===== src/rtl/cpu_defs.sv =====
`default_nettype none
// ============================================================================
// Package     : cpu_defs
// Description : Shared widths, FSM/owner encodings and command record for the
//               memory arbiter.
// Revision    : 1.0 - initial release
// ============================================================================
package cpu_defs;

    localparam int ADDR_W = 32;
    localparam int DATA_W = 32;
    localparam int STRB_W = 4;

    localparam logic [1:0] ST_IDLE = 2'd0;
    localparam logic [1:0] ST_REQ  = 2'd1;
    localparam logic [1:0] ST_WAIT = 2'd2;

    localparam logic OWNER_INST = 1'b0;
    localparam logic OWNER_DATA = 1'b1;

    typedef struct packed {
        logic              wr;
        logic [STRB_W-1:0] wstrb;
        logic [ADDR_W-1:0] addr;
        logic [DATA_W-1:0] wdata;
    } mem_cmd_t;

    // Fetches are always plain reads: no strobes, no write data.
    function automatic mem_cmd_t inst_cmd(input logic [ADDR_W-1:0] addr);
        mem_cmd_t c;
        c.wr    = 1'b0;
        c.wstrb = '0;
        c.addr  = addr;
        c.wdata = '0;
        return c;
    endfunction

endpackage
`default_nettype wire


===== src/rtl/arb_rr2.sv =====
`default_nettype none
// ============================================================================
// Module      : arb_rr2
// Description : Two-way round-robin selector; the requester not served last
//               wins a tie. Bit 0 = inst, bit 1 = data.
// Revision    : 1.0 - initial release
// ============================================================================
module arb_rr2 (
    input  logic [1:0] req,
    input  logic       last,
    output logic [1:0] grant
);

    always_comb begin
        grant = 2'b00;
        case (req)
            2'b01:   grant = 2'b01;
            2'b10:   grant = 2'b10;
            2'b11:   grant = last ? 2'b01 : 2'b10;
            default: grant = 2'b00;
        endcase
    end

endmodule
`default_nettype wire


===== src/rtl/mem_arbiter.sv =====
`default_nettype none
// ============================================================================
// Module      : mem_arbiter
// Description : Shares one single-outstanding memory port between the fetch
//               and memory stages using an IDLE/REQ/WAIT sequencer.
// Revision    : 1.0 - initial release
// ============================================================================
module mem_arbiter
    import cpu_defs::*;
(
    input  logic              clk,
    input  logic              resetn,

    input  logic              inst_req,
    input  logic [ADDR_W-1:0] inst_addr,
    output logic              inst_addr_ok,
    output logic              inst_data_ok,
    output logic [DATA_W-1:0] inst_rdata,

    input  logic              data_req,
    input  logic              data_wr,
    input  logic [STRB_W-1:0] data_wstrb,
    input  logic [ADDR_W-1:0] data_addr,
    input  logic [DATA_W-1:0] data_wdata,
    output logic              data_addr_ok,
    output logic              data_data_ok,
    output logic [DATA_W-1:0] data_rdata,

    output logic              mem_req,
    output logic              mem_wr,
    output logic [STRB_W-1:0] mem_wstrb,
    output logic [ADDR_W-1:0] mem_addr,
    output logic [DATA_W-1:0] mem_wdata,
    input  logic              mem_addr_ok,
    input  logic              mem_data_ok,
    input  logic [DATA_W-1:0] mem_rdata
);

    logic [1:0] state_q, state_d;
    logic       owner_q, owner_d;
    logic       last_q,  last_d;
    mem_cmd_t   cmd_q,   cmd_d;

    logic [1:0] w_grant;
    logic       w_accept;
    logic       w_resp;
    mem_cmd_t   w_data_cmd;

    arb_rr2 u_arb (
        .req   ({data_req, inst_req}),
        .last  (last_q),
        .grant (w_grant)
    );

    always_comb begin
        w_data_cmd.wr    = data_wr;
        w_data_cmd.wstrb = data_wstrb;
        w_data_cmd.addr  = data_addr;
        w_data_cmd.wdata = data_wdata;
    end

    assign w_accept = (state_q == ST_IDLE) && (w_grant != 2'b00);
    assign w_resp   = (state_q == ST_WAIT) && mem_data_ok;

    always_comb begin
        state_d = state_q;
        owner_d = owner_q;
        last_d  = last_q;
        cmd_d   = cmd_q;
        case (state_q)
            ST_IDLE: begin
                if (w_accept) begin
                    state_d = ST_REQ;
                    owner_d = w_grant[1] ? OWNER_DATA : OWNER_INST;
                    last_d  = w_grant[1] ? OWNER_DATA : OWNER_INST;
                    cmd_d   = w_grant[1] ? w_data_cmd : inst_cmd(inst_addr);
                end
            end
            ST_REQ: begin
                if (mem_addr_ok) begin
                    state_d = ST_WAIT;
                end
            end
            ST_WAIT: begin
                if (mem_data_ok) begin
                    state_d = ST_IDLE;
                end
            end
            default: state_d = ST_IDLE;
        endcase
    end

    // last_q resets to INST so that data wins the first contested grant.
    always_ff @(posedge clk or negedge resetn) begin
        if (!resetn) begin
            state_q <= ST_IDLE;
            owner_q <= OWNER_DATA;
            last_q  <= OWNER_INST;
            cmd_q   <= '0;
        end else begin
            state_q <= state_d;
            owner_q <= owner_d;
            last_q  <= last_d;
            cmd_q   <= cmd_d;
        end
    end

    // addr_ok is combinational from the requests, so it must be masked in reset.
    assign inst_addr_ok = resetn && w_accept && w_grant[0];
    assign data_addr_ok = resetn && w_accept && w_grant[1];

    assign mem_req   = (state_q == ST_REQ);
    assign mem_wr    = mem_req && cmd_q.wr;
    assign mem_wstrb = mem_req ? cmd_q.wstrb : '0;
    assign mem_addr  = mem_req ? cmd_q.addr  : '0;
    assign mem_wdata = mem_req ? cmd_q.wdata : '0;

    assign inst_data_ok = w_resp && (owner_q == OWNER_INST);
    assign data_data_ok = w_resp && (owner_q == OWNER_DATA);
    assign inst_rdata   = inst_data_ok ? mem_rdata : '0;
    assign data_rdata   = data_data_ok ? mem_rdata : '0;

endmodule
`default_nettype wire

===== config.mk =====
export PLATFORM = sky130hd
export DESIGN_NAME = mem_arbiter
export DESIGN_NICKNAME = d
export VERILOG_FILES = /design/src/rtl/cpu_defs.sv /design/src/rtl/arb_rr2.sv /design/src/rtl/mem_arbiter.sv
export SDC_FILE = /design/constraint.sdc
export NUM_CORES = 1
export LEC_CHECK = 0
export BUFFER_PORTS_ARGS = -buffer_cell sky130_fd_sc_hd__buf_4
export CAP_MARGIN = 15
export CORE_AREA = 2 2 107 109
export CTS_BUF_LIST = sky130_fd_sc_hd__clkbuf_16
export DETAILED_ROUTE_END_ITERATION = 16
export DIE_AREA = 0 0 109 111
export GPL_ROUTABILITY_DRIVEN = 0
export PLACE_DENSITY_LB_ADDON = 0.08
export SYNTH_ARGS = -nofsm -noshare
export SYNTH_HDL_FRONTEND = slang
export SYNTH_HIERARCHICAL = 1
export SYNTH_SLANG_ARGS = --single-unit

===== constraint.sdc =====
create_clock -name clk -period 3.4 [get_ports clk]
set_input_delay 0.17 -clock clk [delete_from_list [all_inputs] [get_ports clk]]
set_output_delay 0.17 -clock clk [all_outputs]
set_load 0.02 [all_outputs]

**After elaboration in Yosys (flattened, before gate mapping)**

Cells that the tools add are included.

- Add/sub/neg operators: 0
- $mul: 0
- Div/mod/pow operators: 0
- Magnitude comparators: 0
- Eq/ne operators: 8
- Shifts and indexed selects: 0
- Muxes and demuxes: 13
- Bitwise logic cells: 1
- Reductions and logical operators: 12

Operator list:

| operator | number |
|---|---|
| $mux 32 | 4 |
| $mux 69 | 1 |
| $pmux 2 s3 | 2 |
| $logic_and 1x1->1 | 8 |
| $mux 2 | 4 |
| $eq 2x2->1 const B | 3 |
| $eq 2x1->1 const B | 2 |
| $mux 4 | 1 |
| $ne 2x2->1 const B | 2 |
| $reduce_and 3->1 | 1 |
| $logic_not 2->1 | 1 |
| $ne 2x1->1 const B | 1 |
| $reduce_and 2->1 | 1 |
| $reduce_bool 2->1 | 1 |
| $mux 1 | 1 |
| $not 1->1 | 1 |

- Register bits after elaboration: 73
- Latch bits: 0
- Memory bits (writable): 0
- Memory bits (read-only): 0
- Input port bits: 139
- Output and inout bits: 138
- Memories: 0

**Depth between registers and ports, before layout**

- Word-level depth: 6
- Gate-level depth with buffers: 6
- Depth with buffers taken out: 4

**Cells and area by module**

Netlist, hierarchy kept.

By module, submodules not included:

| module | instances | cells each | area an instance (µm²) | seq. area each (µm²) |
|---|---|---|---|---|
| mem_arbiter | 1 | 351 | 4001.3 | 1828.0 |
| arb_rr2 | 1 | 3 | 18.8 | 0.0 |

**Worst setup path before layout**

OpenSTA, ideal clock, no wires.

- Kind: flip-flop to output port
- From: reg owner_q
- To: out data_rdata[22]
- Arrival: 1.426 ns
- Path slack: 1.804 ns
- Stages on the path, launching flop included: 4
- Path buffers: 1
- Cells stage by stage: dfstp_2 > and4b_1 > clkbuf_1 > and2_1

- Word-level cells in the longest chain between the ends: 2

Ends and longest elaborated chain:

| what | RTL line | RTL |
|---|---|---|
| from (decl) | mem_arbiter.sv:40 | `logic owner_q, owner_d;` |
| from (signal assigned) | mem_arbiter.sv:102 | `owner_q <= owner_d;` |
| $logic_and 1x1->1 | mem_arbiter.sv:119 | `assign data_data_ok = w_resp && (owner_q == OWNER_DATA);` |
| net data_data_ok | mem_arbiter.sv:26 | `output logic data_data_ok,` |
| $mux 32 | mem_arbiter.sv:121 | `assign data_rdata = data_data_ok ? mem_rdata : '0;` |
| to (decl) | mem_arbiter.sv:27 | `output logic [DATA_W-1:0] data_rdata,` |

The timed path passes the listed nets, and every way through them passes these cells.

**Worst setup path in the final report**

- From: reg owner_q
- To: out data_rdata[27]

- Word-level cells in the longest chain between the ends: 2

Ends and longest elaborated chain:

| what | RTL line |
|---|---|
| $logic_and 1x1->1 | mem_arbiter.sv:119 |
| $mux 32 | mem_arbiter.sv:121 |

Every way passes these cells.

==> reports/summary.txt <==
Commonest cells post-synth = and2_1 (134), dfrtp_1 (72), mux2_2 (60)
Hold Path Cell Cnt = 2
Synth Flop Type = dfrtp_1
Die Wd = 109 um
Max-Cap Viols = 0
Unrepaired setup endpoints after global routing = false
Initial Util = 0.363
1st-iter DRT viols = 203
Num CTS Buffers = 9
Slew Limit Fails = 0
Clock power share = 0.194
Max Fanout on Critical Path = 33
NumNets Final = 759
Drt via density = 4.69
Cells after synthesis = 354
CP required = 3230 ps
Post-synth top area share = 0.448
Endpoints failing hold = 0
Root Driver = clkbuf_16
# setup viols final = 0
ANT cells = 0
CORE AREA = 11100 sq um
NetSw = 0.00183 W
Cells on worst reg2reg path = 5
Area grow syn2layout = 61.2%
Vias = 3602
Vias in the first global route = 3632
Worst setup margin = 1140 ps
Largest net degree at the start of global routing = 52
Worst path cell trace = and4b_1 > and2_1 > buf_4
CTS clock-pin slew for the worst setup and hold paths = 60 ps
Setup tns final = 0 ps
Clock sinks = 73
Worst endpoint data arrival time = 2090 ps
Slowest CP cell = and4b_1
Post-DRT Antenna Nets = 0
Async SR Flop Fraction = 1.00
CTS H-tree lvls = 3
CP max stage delay = 820 ps
Hpwl dp = 9130 um
Post-synthesis cell type count = 24
Post-CTS Setup Inserts = 0
Share of cells above drive strength 1 = 0.584
F_max = 443 MHz
Die area = 12100 sq um
CP startpoint kind = flop
Initial antenna violation count = 0
Fillers = 985
Power density cells = 758 nW/um^2
Global-route wire length before repair = 18700 um
Clk buf depth = 2
Fin crit share = 0.664
Mapped Area = 4020 sq um
Period minus WS final = 2260 ps
Ys Warns = 6
Clock skew = 8.72 ps
Dominant cell type by area after synthesis = dfrtp_1
Die height = 111 um
Pre-CTS WS = 1350 ps
Synth Net Count = 493
WL final = 12300 um
Sequential area share after synthesis = 0.455
WS Path Type = reg -> out
Cells after DPL = 751
Status = finished, final reports clean
CTS tree = done
Slew margin rel. = 0.383
Gate power share = 0.507
Setup crit end kind = output pin
Initial DRT Pass Iterations = 4
Avg Inst Size Synth = 11.4 sq um
Tightest Pin Transition = 925 ps
FP Rows = 39
Switch share = 0.373
Pint = 0.00308 W
Io pins = 277
DR DRC count = 0
Count leader, synth = and2_1
Tot GR Track Use = 0.199
GRT overflow = 0
Seq pwr share = 0.299
Skew-Pair Late Insertion Delay = 330 ps
Finished Layout Cells = 768
DR WL/cell = 16.0 um
Post-synth EDFFs = 0
Worst min path class = in -> reg
Seq cells post-synth = 73
Input/output buffers = 276
P_leak = 3.36 nW
Ranking of synthesized cells by area = dfrtp_1 (45%), and2_1 (21%), mux2_2 (17%)
Worst vdd ir = 0.313 mV
## metal layers
| layer | part of all wire | GRT usage | wire length, um |
|---|---|---|---|
| met2 | 0.50 | 0.343 | 6160 |
| met5 | 0 | 0 | 0 |
| met3 | 0.087 | 0.0541 | 1060 |
| met4 | 0.028 | 0.0829 | 345 |
| met1 | 0.38 | 0.228 | 4680 |
## layout make-up
type                            count  area [sq um]  area share
Clock buffer                        9           225      0.0347
Clock inverter                      7          77.6      0.0120
Inverter                            1          3.75    0.000579
Multi-Input combinational cell    251          2020       0.312
Sequential cell                    73          1830       0.282
Tap cell                          143           179      0.0276
Timing Repair Buffer              284          2150       0.331
## cell usage in the layout, fill, tap and decap left out, drive strengths merged, types with 3 or more instances in the layout
master  Yosys  layout
buf        17     283
and2      134     134
dfrtp      72      72
mux2       64      64
a22o       37      37
clkbuf     12       9
clkinv      0       3
inv         1       3
## final timing paths
kind                                       end      startpoint  slack (ps)
max in group asynchronous            cmd_q[50]          resetn        2190
worst max-delay path            data_rdata[27]         owner_q        1140
worst min register to register       cmd_q[44]       cmd_q[44]         480
worst min-delay path                 cmd_q[17]  data_wdata[17]          50
worst max register to register       cmd_q[58]          last_q        1370
min in group asynchronous             cmd_q[6]          resetn         350
## flip-flops by register name, indices dropped and copies added (netlist names)
register and cells:
cmd_q 69, state_q 2, last_q 1, owner_q 1
## critical path, delay by kind of cell (launching register included)
kind,cells,cell delay [ps]
and+or+nand+nor,2,1070
buffers and inverters,1,140
DFF,1,550
## timing repair
item	CTS	global route
hold buffers	1	0
resized for setup	0	0
endpoints found under the hold margin	37	0
## through the flow
step | total power, W | hold slack [ps] | instance area, sq um | utilization
floorplan | 0.00306 | -126 | 4020 | -
global placement | 0.00395 | 176 | 6170 | 0.557
detailed placement | 0.00400 | 178 | 6170 | 0.557
CTS | 0.00498 | 42.9 | 6480 | 0.585
global route | 0.00523 | 52.8 | 6480 | 0.585
finish | 0.00491 | 55.0 | 6480 | 0.585
## cell families after synthesis
| family | after synthesis | share of synthesized area |
|---|---|---|
| muxes | 64 | 0.179 |
| and+or+nand+nor | 144 | 0.225 |
| buffers and inverters | 30 | 0.0473 |
| DFF | 73 | 0.455 |
| AOI/OAI and AO/OA | 43 | 0.0934 |
## power groups by stage
stage / Combinational, W / Clock [W] / Sequential (W)
after floorplan: 0.00165 / 0 / 0.00141
after global placement: 0.00248 / 0 / 0.00147
after detailed placement: 0.00252 / 0 / 0.00148
after CTS: 0.00253 / 0.000982 / 0.00147
after global routing: 0.00269 / 0.00101 / 0.00153
final: 0.00249 / 0.000955 / 0.00147
Note: power is estimated with default switching activity, not from simulation.
